`config.mk`:
```
export PLATFORM = sky130hd
export DESIGN_NAME = cc_lookup_dispatch_unit
export DESIGN_NICKNAME = d
export VERILOG_FILES = /design/src/rtl/cc_pkg.sv /design/src/rtl/cc_outstanding_counter.sv /design/src/rtl/cc_lookup_dispatch_unit.sv
export SDC_FILE = /design/constraint.sdc
export NUM_CORES = 1
export LEC_CHECK = 0
export ABC_AREA = 1
export BUFFER_PORTS_ARGS = -buffer_cell sky130_fd_sc_hd__buf_4
export CORE_AREA = 2 2 431 433
export CTS_CLUSTER_DIAMETER = 60
export DETAILED_ROUTE_END_ITERATION = 6
export DIE_AREA = 0 0 433 435
export SYNTH_ARGS = -nofsm -noshare
export SYNTH_HDL_FRONTEND = slang
export SYNTH_HIERARCHICAL = 1
export SYNTH_SLANG_ARGS = --single-unit
```
`constraint.sdc`:
```
create_clock -name clk -period 2.3 [get_ports clk]
set_input_delay 0.115 -clock clk [delete_from_list [all_inputs] [get_ports clk]]
set_output_delay 0.115 -clock clk [all_outputs]
set_load 0.005 [all_outputs]
```
`src/rtl/cc_pkg.sv`:
```
// Shared cache-controller constants and types for the lookup dispatch path.
package cc_pkg;
   localparam int CC_LINE_W     = 512;
   localparam int CC_OFFSET_W   = 6;
   localparam int CC_HIT_DATA_W = CC_OFFSET_W + CC_LINE_W;

   localparam logic [1:0] AXI_BURST_WRAP = 2'b10;
   localparam logic [3:0] CC_ARLEN       = 4'd7;
   localparam logic [2:0] CC_ARSIZE      = 3'd3;

   typedef enum logic {
      CC_IDLE,
      CC_AR_WAIT
   } cc_disp_state_t;
endpackage

```
`src/rtl/cc_outstanding_counter.sv`:
```
// Saturating up/down count of misses in flight, with a below-limit flag.
module cc_outstanding_counter #(
   parameter int MAX_OUTSTANDING = 8
) (
   input  logic       clk,
   input  logic       rst,
   input  logic       inc_i,
   input  logic       dec_i,
   output logic [3:0] count_o,
   output logic       below_limit_o
);
   logic [3:0] count_q, count_d;

   // A simultaneous issue and retire leaves the count unchanged.
   always_comb begin
      count_d = count_q;
      if (inc_i && !dec_i && (count_q < 4'(MAX_OUTSTANDING)))
         count_d = count_q + 4'd1;
      else if (dec_i && !inc_i && (count_q != 4'd0))
         count_d = count_q - 4'd1;
   end

   always_ff @(posedge clk or posedge rst) begin
      if (rst) count_q <= 4'd0;
      else     count_q <= count_d;
   end

   assign count_o       = count_q;
   assign below_limit_o = (count_q < 4'(MAX_OUTSTANDING));

   // A last R beat with nothing outstanding means the memory side is confused.
   assert property (@(posedge clk) disable iff (rst) dec_i |-> (count_q != 4'd0));
endmodule

```
`src/rtl/cc_lookup_dispatch_unit.sv`:
```
// Routes tag-lookup results: flag for every result, line data for hits, wrap burst for misses.
module cc_lookup_dispatch_unit
   import cc_pkg::*;
#(
   parameter int MAX_OUTSTANDING = 8,
   parameter int ADDR_W          = 32
) (
   input  logic                     clk,
   input  logic                     rst,
   input  logic                     lookup_valid_i,
   output logic                     lookup_ready_o,
   input  logic                     lookup_hit_i,
   input  logic [ADDR_W-1:0]        lookup_addr_i,
   input  logic [CC_LINE_W-1:0]     lookup_data_i,
   input  logic                     hit_flag_fifo_afull_i,
   output logic                     hit_flag_fifo_wren_o,
   output logic                     hit_flag_fifo_wdata_o,
   input  logic                     hit_data_fifo_afull_i,
   output logic                     hit_data_fifo_wren_o,
   output logic [CC_HIT_DATA_W-1:0] hit_data_fifo_wdata_o,
   output logic [ADDR_W-1:0]        mem_araddr_o,
   output logic [3:0]               mem_arlen_o,
   output logic [2:0]               mem_arsize_o,
   output logic [1:0]               mem_arburst_o,
   output logic                     mem_arvalid_o,
   input  logic                     mem_arready_i,
   input  logic                     mem_rvalid_i,
   input  logic                     mem_rready_i,
   input  logic                     mem_rlast_i
);
   cc_disp_state_t    state_q, state_d;
   logic [ADDR_W-1:0] araddr_q, araddr_d;
   logic              miss_accept;
   logic              retire;
   logic              below_limit;
   logic [3:0]        outstanding;

   assign retire = mem_rvalid_i & mem_rready_i & mem_rlast_i;

   cc_outstanding_counter #(
      .MAX_OUTSTANDING(MAX_OUTSTANDING)
   ) u_outstanding (
      .clk          (clk),
      .rst          (rst),
      .inc_i        (miss_accept),
      .dec_i        (retire),
      .count_o      (outstanding),
      .below_limit_o(below_limit)
   );

   // Ready is held low during reset so no strobe can escape while rst is high.
   always_comb begin
      state_d              = state_q;
      araddr_d             = araddr_q;
      lookup_ready_o       = 1'b0;
      hit_flag_fifo_wren_o = 1'b0;
      hit_data_fifo_wren_o = 1'b0;
      miss_accept          = 1'b0;
      unique case (state_q)
         CC_IDLE: begin
            lookup_ready_o = !rst && !hit_flag_fifo_afull_i &&
                             (lookup_hit_i ? !hit_data_fifo_afull_i : below_limit);
            if (lookup_valid_i && lookup_ready_o) begin
               hit_flag_fifo_wren_o = 1'b1;
               if (lookup_hit_i) begin
                  hit_data_fifo_wren_o = 1'b1;
               end else begin
                  miss_accept = 1'b1;
                  araddr_d    = {lookup_addr_i[ADDR_W-1:3], 3'b000};
                  state_d     = CC_AR_WAIT;
               end
            end
         end
         CC_AR_WAIT: begin
            if (mem_arready_i) state_d = CC_IDLE;
         end
         default: state_d = CC_IDLE;
      endcase
   end

   always_ff @(posedge clk or posedge rst) begin
      if (rst) begin
         state_q  <= CC_IDLE;
         araddr_q <= '0;
      end else begin
         state_q  <= state_d;
         araddr_q <= araddr_d;
      end
   end

   assign hit_flag_fifo_wdata_o = lookup_hit_i;
   assign hit_data_fifo_wdata_o = {lookup_addr_i[CC_OFFSET_W-1:0], lookup_data_i};
   assign mem_arvalid_o         = (state_q == CC_AR_WAIT);
   assign mem_araddr_o          = araddr_q;
   assign mem_arlen_o           = CC_ARLEN;
   assign mem_arsize_o          = CC_ARSIZE;
   assign mem_arburst_o         = AXI_BURST_WRAP;
endmodule

```
-- After elaboration in Yosys (flattened, before gate mapping)
Cells that the tools add are included.
- bits in registers: 34
- input bits: 554
- output and inout port bits: 564
- logic and storage cells: 39
- add/sub/neg operators: 2
- $lt $le $gt $ge: 1
- muxes and demuxes: 14
- bitwise gates (word level): 4
- reduce and logical (&&, ||, !) cells: 15
- operator list (operator ; count):
    $mux W1 ; 11
    $mux W4 ; 2
    $logic_and A1 B1 Y1 ; 7
    $logic_not A1 Y1 ; 5
    $add A4 B1 Y4 const B ; 1
    $lt A4 B4 Y1 const B ; 1
    $reduce_bool A4 Y1 ; 1
    $sub A4 B1 Y4 const B ; 1
    $reduce_and A3 Y1 ; 1
    $and A1 B1 Y1 ; 2
    $not A1 Y1 ; 2
    $pmux W1 S2 ; 1
    $reduce_bool A2 Y1 ; 1

-- Depth between registers and ports, before layout
- word-level depth: 11
- depth in mapped cells: 14
- mapped depth without buffers: 13

-- Modules after synthesis
The synthesis kept the hierarchy.
- by module, submodules not included (module ; instances ; cells each ; area each (um^2) ; sequential area each (um^2)):
    cc_lookup_dispatch_unit ; 1 ; 681 ; 5328.9 ; 750.7
    cc_outstanding_counter ; 1 ; 41 ; 320.3 ; 100.1

-- Least setup slack after synthesis
Ideal clock, no wire load.
- path type: input-to-reg
- from: input port rst
- to: register u_outstanding.count_q[3], in the netlist u_outstanding/count_o[3]
- setup time: 0.121 ns
- data arrival time: 2.060 ns
- required time: 2.179 ns
- slack: 0.119 ns
- stages on the path: 13
- buffers on the path: 1
- cell sequence: inv_2 -> nand2_1 -> nor2_2 -> nand3_2 -> buf_6 -> inv_1 -> nand3_4 -> ha_1 -> or2_1 -> nand2_1 -> nand2_1 -> nand3_2 -> nand2_2
- longest elaborated chain between the ends: 10
- elaborated cells on any way between the ends: 13
- those cells by class: mux (3); reduce/logical (10)
- RTL lines (item ; RTL line ; RTL):
    start, declared ; cc_lookup_dispatch_unit.sv:9 ; input logic rst,
    $logic_not A1 Y1 (no line) * ; n/a ;
    $logic_and A1 B1 Y1 * (2 in a row) ; cc_lookup_dispatch_unit.sv:61 ; lookup_ready_o = !rst && !hit_flag_fifo_afull_i &&
    $logic_and A1 B1 Y1 * ; cc_lookup_dispatch_unit.sv:63 ; if (lookup_valid_i && lookup_ready_o) begin
    $mux W1 * ; cc_lookup_dispatch_unit.sv:63 ;
    $mux W1 * ; cc_lookup_dispatch_unit.sv:59 ; unique case (state_q)
    net miss_accept ; cc_lookup_dispatch_unit.sv:33 ; logic miss_accept;
    $logic_not A1 Y1 ; cc_outstanding_counter.sv:19 ; else if (dec_i && !inc_i && (count_q != 4'd0))
    $logic_and A1 B1 Y1 (2 in a row) ; cc_outstanding_counter.sv:19 ;
    $reduce_bool A2 Y1 (no line) ; n/a ;
    end signal, assigned ; cc_outstanding_counter.sv:25 ; else count_q <= count_d;
    end, declared ; cc_outstanding_counter.sv:12 ; logic [3:0] count_q, count_d;
The timed path passes the listed nets; every way through them passes the cells marked *.
A chain may end at the register's enable or synchronous reset.

-- Worst setup path in the final report
- from: register u_outstanding.count_q[3], in the netlist u_outstanding/count_o[3]
- to: output port hit_data_fifo_wren_o
- longest elaborated chain between the ends: 6
- RTL lines (item ; RTL line ; RTL):
    $lt A4 B4 Y1 ; cc_outstanding_counter.sv:29 ; assign below_limit_o = (count_q < 4'(MAX_OUTSTANDING));
    net below_limit ; cc_lookup_dispatch_unit.sv:35 ; logic below_limit;
    $mux W1 ; cc_lookup_dispatch_unit.sv:62 ; (lookup_hit_i ? !hit_data_fifo_afull_i : below_limit);
    $logic_and A1 B1 Y1 ; cc_lookup_dispatch_unit.sv:61 ;
    $logic_and A1 B1 Y1 ; cc_lookup_dispatch_unit.sv:63 ;
    $mux W1 ; cc_lookup_dispatch_unit.sv:63 ;
    $mux W1 ; cc_lookup_dispatch_unit.sv:59 ;
    end, declared ; cc_lookup_dispatch_unit.sv:19 ; output logic hit_data_fifo_wren_o,
The timed path passes the listed nets, and every way through them passes these cells.

==> results by group <==
Floorplan
  • Die Span Y: 435 um
  • Initial core utilization: 3.07%
  • Die W: 433 um
  • Core Region: 184000 um^2
  • Die ar.: 188000 um^2
  • Std cell rows: 158
  • IO Count: 1118

Clock network
  • CTS H-Tree Depth: 2
  • Clk Latency, worst-skew pair: 350 ps
  • # clock sinks: 34
  • Max Root-Sink Buffers: 2
  • TritonCTS Buffers: 5
  • Clock transition at the registers of the reported paths: 70 ps
  • Clk root buf: clkbuf_16
  • Postcts setup bufs: 0
  • CTS tree: built

Finish
  • Final Core Density: 3.06%
  • NumNets Final: 845
  • Finished layout cell area: 5630 um^2
  • P&R area growth vs syn: -0.421%
  • Share of layout cells above drive strength 1: 36.0%

Yosys
  • Post-Syn Instances: 722
  • Ys async rst share: 100%
  • Post-synthesis cell type count: 26
  • Seq/Total Area, Yosys: 15.1%
  • Synth area leader: buf_4
  • Commonest cells in the netlist: 533 x buf_4, 74 x nand2_1, 34 x dfrtp_1, 29 x nand4_1, 9 x inv_1
  • Top area cells in the synthesized netlist: buf_4 71%, dfrtp_1 15%, nand2_1 4.9%
  • Number of synthesized flops with an enable pin: 0
  • Synth Warn #: 6
  • Top cell type's share of synthesized area: 70.8%
  • FF+latch count, synth: 34
  • Synthesized area: 5650 um^2
  • Top_reg_cell synth: dfrtp_1
  • Most common cell in the netlist: buf_4
  • Mean area per synthesized cell: 7.82 um^2

GRT
  • Vias in the first global route: 2754
  • First-pass GRT wire length: 142000 um
  • Initial antenna violation count: 23
  • Gr ovfl total: 0
  • Largest net degree at the start of global routing: 31
  • GRT Total Usage: 13.8%

Critical path
  • Critical path class: reg2out
  • Critical path depth in cells: 7
  • CP max-delay cell: dfrtp_1
  • Cell family with most CP delay: simple AND/OR/NAND/NOR gates
  • Crit. Startpoint: u_outstanding/count_o[3]$_DFFE_PP0P_
  • CP max stage delay: 430 ps
  • Reg2Reg Depth: 12
  • Worst-path cell chain: inv_2, nand2_1, nand2_2, clkbuf_8, nand2_2, nor3_4, buf_4
  • Crit. End Element: primary output
  • Worst EP required: 2180 ps
  • CP max FO: 31
  • Critical path arrival: 2060 ps
  • Most frequent CP cell: nand2_2
  • Worst Setup Start Kind: register
  • FF-to-FF Start: u_outstanding/count_o[3]$_DFFE_PP0P_
  • Bufs and invs on worst path: 3

Min path
  • Hold Path Class: in2reg
  • Hold path startpoint: lookup_addr_i[6]
  • WHS Path Cells: 3

Power and ir drop
  • Pwr per Cell Area: 564 nW/um^2
  • Total power: 3.17 mW
  • Leakage Power: 1.42 nW
  • Peak VDD IR: 0.241 mV

Timing
  • Slew @ Worst Pin: 657 ps
  • Final setup violation count: 0
  • Relative slew slack: 56.2%
  • Crit path time final: 2180 ps
  • Post-route clock period utilization: 94.7%
  • Clock skew: 17.7 ps
  • Final Hold Vio Count: 0
  • RSZ-0062 raised after global routing: false
  • Setup tns final: 0 ps
  • Final Max Tran Viols: 0
  • Final WS setup: 122 ps
  • Fmax achieved: 459 MHz

Drt
  • First DRT Iteration DRCs: 238
  • Drt wl/cell: 48.2 um
  • Post-DR vias/cell: 1.11
  • Post-DRT Antenna Nets: 0
  • Pre-Repair DR Iteration Count: 4
  • WL final: 134000 um
  • DRC: 0
  • Via count: 3077

Placement
  • Pre-CTS WS: 277 ps
  • Number of port buffers: 75
  • Area after DPL: 5340 um^2
  • DP Wirelength: 129000 um
  • GP Congestion: 0.908

Flow run
  • Max Cap Viol: 0

Status
  • Status: completed
logic make-up after synthesis:
kind of cell             count (synthesis)  share of synthesized area (%)
AO/OA/AOI/OAI                            3                          0.266
AND/OR/NAND/NOR                        125                           10.8
flip-flops                              34                           15.1
buffers and inverters                  554                           72.8
XOR/XNOR                                 1                          0.155
other                                    2                          0.133
adder cells (fa/ha/maj)                  3                          0.797
layout make-up:
type / instances / area (um^2)
clock buffers: 6 / 139
fillers: 21900 / 178000
inverters: 11 / 41.3
repair buffers: 92 / 722
flip-flops and latches: 34 / 851
well taps: 2480 / 3100
multi-input cells: 144 / 739
diodes: 7 / 17.5
clock inverters: 2 / 12.5
flip-flops by register name, indices dropped and copies added, names as in the netlist:
| register | count |
|---|---|
| mem_araddr_o | 29 |
| mem_arvalid_o | 1 |
| u_outstanding/count_o | 4 |
worst register-to-register path: cells and delay by family (launching register included):
kind | cells | cell delay [ps]
and+or+nand+nor | 9 | 920
DFF | 1 | 430
adders and majority gates | 1 | 330
buffers and inverters | 2 | 280
path summary, 6_finish.rpt:
kind / to / slack, ps
setup / recovery: hit_data_fifo_wren_o / 120
hold reg to reg: mem_araddr_o[16]$_DFFE_PP0P_ / 480
max in group asynchronous: mem_araddr_o[6]$_DFFE_PP0P_ / 1310
setup reg to reg: u_outstanding/count_o[3]$_DFFE_PP0P_ / 230
hold / removal: mem_araddr_o[6]$_DFFE_PP0P_ / 40
min in group asynchronous: u_outstanding/count_o[0]$_DFFE_PP0P_ / 240
layout by cell type, fill, tap and decap left out, types with 5 or more instances in the layout:
cell,netlist,routed
nand2_1,74,74
nand4_1,29,29
buf_4,533,81
clkbuf_16,0,5
inv_1,9,9
diode_2,0,7
conb_1,2,12
dlygate4sd3_1,0,10
dfrtp_1,34,34
stage by stage:
step	instances	hold slack, ps
finish	2776	38.0
global route	2771	18.7
CTS	2769	1.07
detailed placement	2751	37.9
global placement	2751	42.6
floorplan	732	-119
layer usage:
layer / part of all wire, % / vias up / GRT usage, %
li1: - / 817 / -
met1: 9.5 / 1137 / 3.77
met2: 50 / 999 / 24.2
met3: 38 / 112 / 24.8
met4: 1.9 / 12 / 2.57
met5: 0.25 / - / 1.33
power breakdown:
part | total [mW] | leakage [nW] | switching, mW | internal [mW]
registers | 0.975 | 0.432 | 0.164 | 0.811
logic | 1.33 | 0.914 | 0.868 | 0.461
clock network | 0.867 | 0.0729 | 0.433 | 0.434
timing repair:
action | CTS | global route
hold buffers | 10 | 0
hold endpoints to repair | 24 | 0
setup endpoints to repair | 2 | 2
resized for setup | 1 | 3
(Power assumes the default switching activity.)
